==> src/rtl/snow64_mem_arbiter_pkg.sv <==
// Shared types for the icache / LAR-file memory arbiter: FSM states, requester ids, port structs.
package PkgSnow64MemArbiter;

    localparam int ArbAddrWidth = 64;
    localparam int ArbLineWidth = 256;

    typedef enum logic [1:0] {
        StIdle,
        StWaitIcache,
        StWaitData
    } State;

    typedef enum logic {
        ReqIcache,
        ReqData
    } Requester;

    typedef struct packed {
        logic                    req;
        logic [ArbAddrWidth-1:0] addr;
    } PortIn_MemArbiter_Icache;

    // Icache requests ride in this shape too, with we and wdata tied to zero.
    typedef struct packed {
        logic                    req;
        logic                    we;
        logic [ArbAddrWidth-1:0] addr;
        logic [ArbLineWidth-1:0] wdata;
    } PortIn_MemArbiter_Data;

    typedef struct packed {
        logic                    req;
        logic                    we;
        logic [ArbAddrWidth-1:0] addr;
        logic [ArbLineWidth-1:0] wdata;
    } PortOut_MemArbiter_Mem;

endpackage

==> src/rtl/snow64_mem_arbiter_req_latch.sv <==
// Holds one requester's pulse until the arbiter grants it; presents either the held or the live request.
// Latency: capture on the pulse edge; the live request bypasses the latch in the same cycle.
// Backpressure: none; a pulse while pending or in flight is dropped and flagged.
module snow64_mem_arbiter_req_latch
    import PkgSnow64MemArbiter::*;
(
    input  logic                  clk,
    input  logic                  rst_n,
    input  PortIn_MemArbiter_Data req_in,
    input  logic                  in_flight,
    input  logic                  grant,
    output PortIn_MemArbiter_Data eff
);

    logic                  pending_q;
    PortIn_MemArbiter_Data cap_q;
    logic                  accept;

    assign accept = req_in.req && !pending_q && !in_flight;

    always_ff @(posedge clk or negedge rst_n) begin
        if (!rst_n) begin
            pending_q <= 1'b0;
            cap_q     <= '0;
        end else begin
            // A grant in the same cycle as a fresh pulse consumes it via the bypass.
            if (grant) begin
                pending_q <= 1'b0;
            end else if (accept) begin
                pending_q <= 1'b1;
            end
            if (accept) begin
                cap_q <= req_in;
            end
        end
    end

    // Only consumed while the arbiter is idle, where in_flight is always low.
    assign eff = pending_q ? cap_q : req_in;

    assert property (@(posedge clk) disable iff (!rst_n)
        !(req_in.req && (pending_q || in_flight)))
        else $warning("mem arbiter: request pulse while already pending or in flight, ignored");

endmodule

==> src/rtl/snow64_mem_arbiter.sv <==
// Shares the memory port between icache line fills and LAR-file loads/stores, round-robin.
// Latency: request pulse -> out_mem_req next cycle; in_mem_valid -> owner valid next cycle.
// Backpressure: none; one memory transaction outstanding, other requests wait in their latch.
module snow64_mem_arbiter
    import PkgSnow64MemArbiter::*;
#(
    parameter int WIDTH_ADDR = ArbAddrWidth,
    parameter int WIDTH_LINE = ArbLineWidth
) (
    input  logic                  clk,
    input  logic                  rst_n,

    input  logic                  in_icache_req,
    input  logic [WIDTH_ADDR-1:0] in_icache_addr,
    output logic                  out_icache_valid,
    output logic [WIDTH_LINE-1:0] out_icache_data,

    input  logic                  in_data_req,
    input  logic                  in_data_we,
    input  logic [WIDTH_ADDR-1:0] in_data_addr,
    input  logic [WIDTH_LINE-1:0] in_data_wdata,
    output logic                  out_data_valid,
    output logic [WIDTH_LINE-1:0] out_data_rdata,

    output logic                  out_mem_req,
    output logic                  out_mem_we,
    output logic [WIDTH_ADDR-1:0] out_mem_addr,
    output logic [WIDTH_LINE-1:0] out_mem_wdata,
    input  logic                  in_mem_valid,
    input  logic [WIDTH_LINE-1:0] in_mem_rdata
);

    PortIn_MemArbiter_Icache icache_port;
    PortIn_MemArbiter_Data   icache_in;
    PortIn_MemArbiter_Data   data_in;
    PortIn_MemArbiter_Data   icache_eff;
    PortIn_MemArbiter_Data   data_eff;
    PortOut_MemArbiter_Mem   mem_q;

    State     state_q;
    State     state_d;
    Requester last_q;
    logic     grant_i;
    logic     grant_d;
    logic     done_i;
    logic     done_d;

    assign icache_port = '{req: in_icache_req, addr: in_icache_addr};
    assign icache_in   = '{req: icache_port.req, we: 1'b0, addr: icache_port.addr, wdata: '0};
    assign data_in     = '{req: in_data_req, we: in_data_we, addr: in_data_addr, wdata: in_data_wdata};

    snow64_mem_arbiter_req_latch u_icache_latch (
        .clk       (clk),
        .rst_n     (rst_n),
        .req_in    (icache_in),
        .in_flight (state_q == StWaitIcache),
        .grant     (grant_i),
        .eff       (icache_eff)
    );

    snow64_mem_arbiter_req_latch u_data_latch (
        .clk       (clk),
        .rst_n     (rst_n),
        .req_in    (data_in),
        .in_flight (state_q == StWaitData),
        .grant     (grant_d),
        .eff       (data_eff)
    );

    always_ff @(posedge clk or negedge rst_n) begin
        if (!rst_n) begin
            state_q <= StIdle;
        end else begin
            state_q <= state_d;
        end
    end

    always_comb begin
        state_d = state_q;
        grant_i = 1'b0;
        grant_d = 1'b0;
        done_i  = 1'b0;
        done_d  = 1'b0;
        unique case (state_q)
            StIdle: begin
                // On a tie the requester that did not win last time goes first.
                if (icache_eff.req && (!data_eff.req || last_q == ReqData)) begin
                    grant_i = 1'b1;
                    state_d = StWaitIcache;
                end else if (data_eff.req) begin
                    grant_d = 1'b1;
                    state_d = StWaitData;
                end
            end
            StWaitIcache: begin
                if (in_mem_valid) begin
                    done_i  = 1'b1;
                    state_d = StIdle;
                end
            end
            StWaitData: begin
                if (in_mem_valid) begin
                    done_d  = 1'b1;
                    state_d = StIdle;
                end
            end
            default: state_d = StIdle;
        endcase
    end

    always_ff @(posedge clk or negedge rst_n) begin
        if (!rst_n) begin
            last_q           <= ReqData;
            mem_q            <= '0;
            out_icache_valid <= 1'b0;
            out_icache_data  <= '0;
            out_data_valid   <= 1'b0;
            out_data_rdata   <= '0;
        end else begin
            mem_q.req <= grant_i || grant_d;
            if (grant_i) begin
                mem_q.we    <= icache_eff.we;
                mem_q.addr  <= icache_eff.addr;
                mem_q.wdata <= icache_eff.wdata;
                last_q      <= ReqIcache;
            end else if (grant_d) begin
                mem_q.we    <= data_eff.we;
                mem_q.addr  <= data_eff.addr;
                mem_q.wdata <= data_eff.wdata;
                last_q      <= ReqData;
            end

            out_icache_valid <= done_i;
            if (done_i) begin
                out_icache_data <= in_mem_rdata;
            end

            // Write acks carry no line; the last read line stays visible.
            out_data_valid <= done_d;
            if (done_d && !mem_q.we) begin
                out_data_rdata <= in_mem_rdata;
            end
        end
    end

    assign out_mem_req   = mem_q.req;
    assign out_mem_we    = mem_q.we;
    assign out_mem_addr  = mem_q.addr;
    assign out_mem_wdata = mem_q.wdata;

endmodule

==> config.mk <==
export PLATFORM = sky130hd
export DESIGN_NAME = snow64_mem_arbiter
export DESIGN_NICKNAME = d
export VERILOG_FILES = /design/src/rtl/snow64_mem_arbiter_pkg.sv /design/src/rtl/snow64_mem_arbiter_req_latch.sv /design/src/rtl/snow64_mem_arbiter.sv
export SDC_FILE = /design/constraint.sdc
export NUM_CORES = 2
export LEC_CHECK = 0
export CAP_MARGIN = 20
export CORE_AREA = 2 2 576 578
export CTS_CLUSTER_DIAMETER = 200
export DETAILED_ROUTE_END_ITERATION = 6
export DIE_AREA = 0 0 578 580
export DONT_BUFFER_PORTS = 1
export HOLD_SLACK_MARGIN = 0.15
export PLACE_DENSITY = 0.39
export SYNTH_ARGS = -nofsm -noshare
export SYNTH_HDL_FRONTEND = slang
export SYNTH_SLANG_ARGS = --single-unit
==> constraint.sdc <==
create_clock -name clk -period 4.62 [get_ports clk]
set_input_delay 0.924 -clock clk [delete_from_list [all_inputs] [get_ports clk]]
set_output_delay 0.924 -clock clk [all_outputs]
set_load 0.1 [all_outputs]
==> impl_metrics.toml <==
[run_status]
status = "finished with violations"
violations = "DRC"

[clock_network]
cts_tree = "yes"
numClockSinks = 1228
path_clk_slew_ns = 0.06
numCtsBuffers = 158
insertion_delay_ns = 0.83
htreeDepth = 4
root_buffer = "clkbuf_16"
cts_buffer_depth = 4
cts_setup_buffers = 0

[routing]
drt-pass1-iter-count = 7
via_per_inst = 3.80
wl_um = 245000
wl_per_cell_um = 29.7
dr.first_iter.drc_count = 1684
vias = 31300
final_antenna_net_count = 0
drc = 2

[global_route]
antenna_found_initial = 114
grt_max_degree = 208
grt_pass1_wl_um = 322000
grt_usage_pct = 14.1
grt_overflow = 0
grt_pass1_vias = 32300

[critical_path]
r2r_slack_ns = 1.71
reg2reg_to = "out_mem_wdata[47]"
cp-endpoint = "out_icache_data[111]"
crit_fanout = 202
crit_start = "rst_n"
worstPathArrival_ns = 4.84
crit_required_ns = 5.34
reg2reg_depth = 4
r2r_start = "u_icache_latch.pending_q"
start_kind = "primary input"
worstSetupEndpointType = "async pin"
worstSetupPathType = "primary input to async pin"

[timing]
layout_setup_ws_ns = 0.500
setup_violations = 0
hold_viol = 0
final.setup.tns_ns = 0
min_period_over_period_pct = 89.2
slew_headroom_pct = 14.0
rsz0062_at_grt = "no"
fmaxAchievable_ghz = 0.243
clock-skew-final_ns = 0.0388
slew_violations = 0
fin_crit_ns = 4.12
finalHoldWorstSlack_ns = 0.251
tightest_slew_ns = 1.29

[placed_design]
io_buffers = 0
place_congestion = 0.859
hpwlAfterDp_um = 182000
post-place-ws_ns = 0.802

[cells_and_area]
post-route-util_pct = 20.2
area_delta_synth_final_pct = 30.8
nets = 4340
drive_gt1_share_pct = 39.9

[synthesis]
syn_nets = 3822
synth.distinct_cells = 34
syn-mean-instance-area_um2 = 16.0
netlist_instances = 3173
synth_edf_count = 0
ys.flop_type = "dfrtp_1"
yosys_warnings = 0
netlist_area_um2 = 50800
ys_seq_area_share_pct = 60.5
ys_seq_elements = 1228
async_flop_share_pct = 100

[run]
cap_viol_max_count = 0

[worst_hold_path]
hp-class = "primary input to flip-flop"

[die]
die_area_um2 = 335000
die_w_um = 578
die_h_um = 580
io_pins = 1482
start_util_pct = 15.4
rows = 211
core-area_um2 = 329000
[cell usage in the layout, fill, tap and decap left out, types with 3 or more instances in the layout]
cell           synthesis  routed
inv_1                 52      52
ha_1                   3       3
mux2i_1              371     370
dfrtp_2                0       4
buf_1                  2       4
clkinv_4               0       3
dlygate4sd3_1          0     366
o2bb2ai_2            200     200
dfrtp_1             1227    1221
mux2_1                61      61
o2bb2ai_1             57      57
clkinv_2               0      26
mux2_2               852     852
bufinv_16              0       8
a222oi_1              49      49
inv_6                  0       4
diode_2                0      64
nor2_1                 4       4
clkinvlp_4             0      12
o2111a_1              14      14
buf_12                 0      46
clkbuf_1              68      49
buf_16                 0       7
buf_4                  3     146
a211o_1               15      14
a2111oi_0             15      15
clkbuf_8               0      26
clkbuf_16              0     164
[synthesized netlist by cell type (all sizes together) (2+ instances only)]
library cell	count	area, µm²
a211o	15	131
nand2b	2	12.5
inv	54	203
nor2	4	15.0
a2111oi	15	131
nor3b	2	15.0
o2111a	14	158
or2	2	12.5
clkbuf	68	255
o2bb2ai	257	3500
a22o	2	17.5
a222oi	49	490
o21ai	4	23.8
mux2	914	10300
mux2i	371	3710
ha	3	37.5
dfrtp	1227	30700
buf	163	977
[worst min-delay path by stage]
stage | from | end | depth (start not counted)
floorplan | u_icache_latch.cap_q[321] | u_icache_latch.cap_q[321] | 1
global placement | u_icache_latch.cap_q[321] | u_icache_latch.cap_q[321] | 1
detailed placement | u_icache_latch.cap_q[321] | u_icache_latch.cap_q[321] | 1
CTS | in_mem_rdata[46] | out_data_rdata[46] | 1
global route | in_data_wdata[82] | u_data_latch.cap_q[82] | 1
finish | in_mem_rdata[30] | out_data_rdata[30] | 1
[critical path, stage by stage]
cell,delay (ns)
dlygate4sd3_1,0.62
buf_16,0.48
buf_16,0.39
buf_16,0.70
buf_16,0.53
[metal layers]
layer  vias up  global-route usage, %  share of wire [%]
li1      12900                      -                  -
met1     16500                   14.5                 35
met2      1497                   24.5                 49
met3       412                   7.37                 12
met4        30                   4.38                3.4
met5         -                      0              0.083
[area by class of cell]
type	instances	area, µm²
fill	35200	263000
clock inverter	58	619
tap	4366	5460
sequential	1228	30700
clock buffer	219	4550
timing repair buffer	589	5980
multi-input combinational	1659	18700
antenna	64	160
inverter	55	214
[state kept, by name, indices dropped and copies added (netlist names), 2 cells and up]
register,cells
u_data_latch.cap_q,322
out_data_rdata,256
out_icache_data,256
out_mem_wdata,256
u_icache_latch.cap_q,65
out_mem_addr,64
state_q,2
[timing repair]
item,4_1_cts,5_1_grt
hold buffers,367,0
hold endpoints to repair,684,0
endpoints found under the setup margin,0,83
resized for setup,0,0
[through the flow]
step	instances	instance area (µm²)
2_1_floorplan	3173	50800
3_5_place_dp	7491	56900
5_1_grt	8210	66300
6_report	8238	66400
3_3_place_gp	7482	56800
4_1_cts	8135	65800
[kinds of logic (layout without fill, tap and decap cells)]
| family | count (synthesis) | in the layout | synth area share, % |
|---|---|---|---|
| adder cells (fa/ha/maj) | 3 | 3 | 0.0739 |
| buffers and inverters | 286 | 921 | 2.83 |
| multiplexers | 1285 | 1285 | 27.6 |
| AO/OA/AOI/OAI | 359 | 359 | 8.84 |
| flip-flops | 1228 | 1228 | 60.5 |
| AND/OR/NAND/NOR | 12 | 12 | 0.128 |
| other | 0 | 64 | 0 |
Power is left out: the tool's default activity adds up to more than one toggle a clock period on the data nets, which glitch-free logic cannot reach.
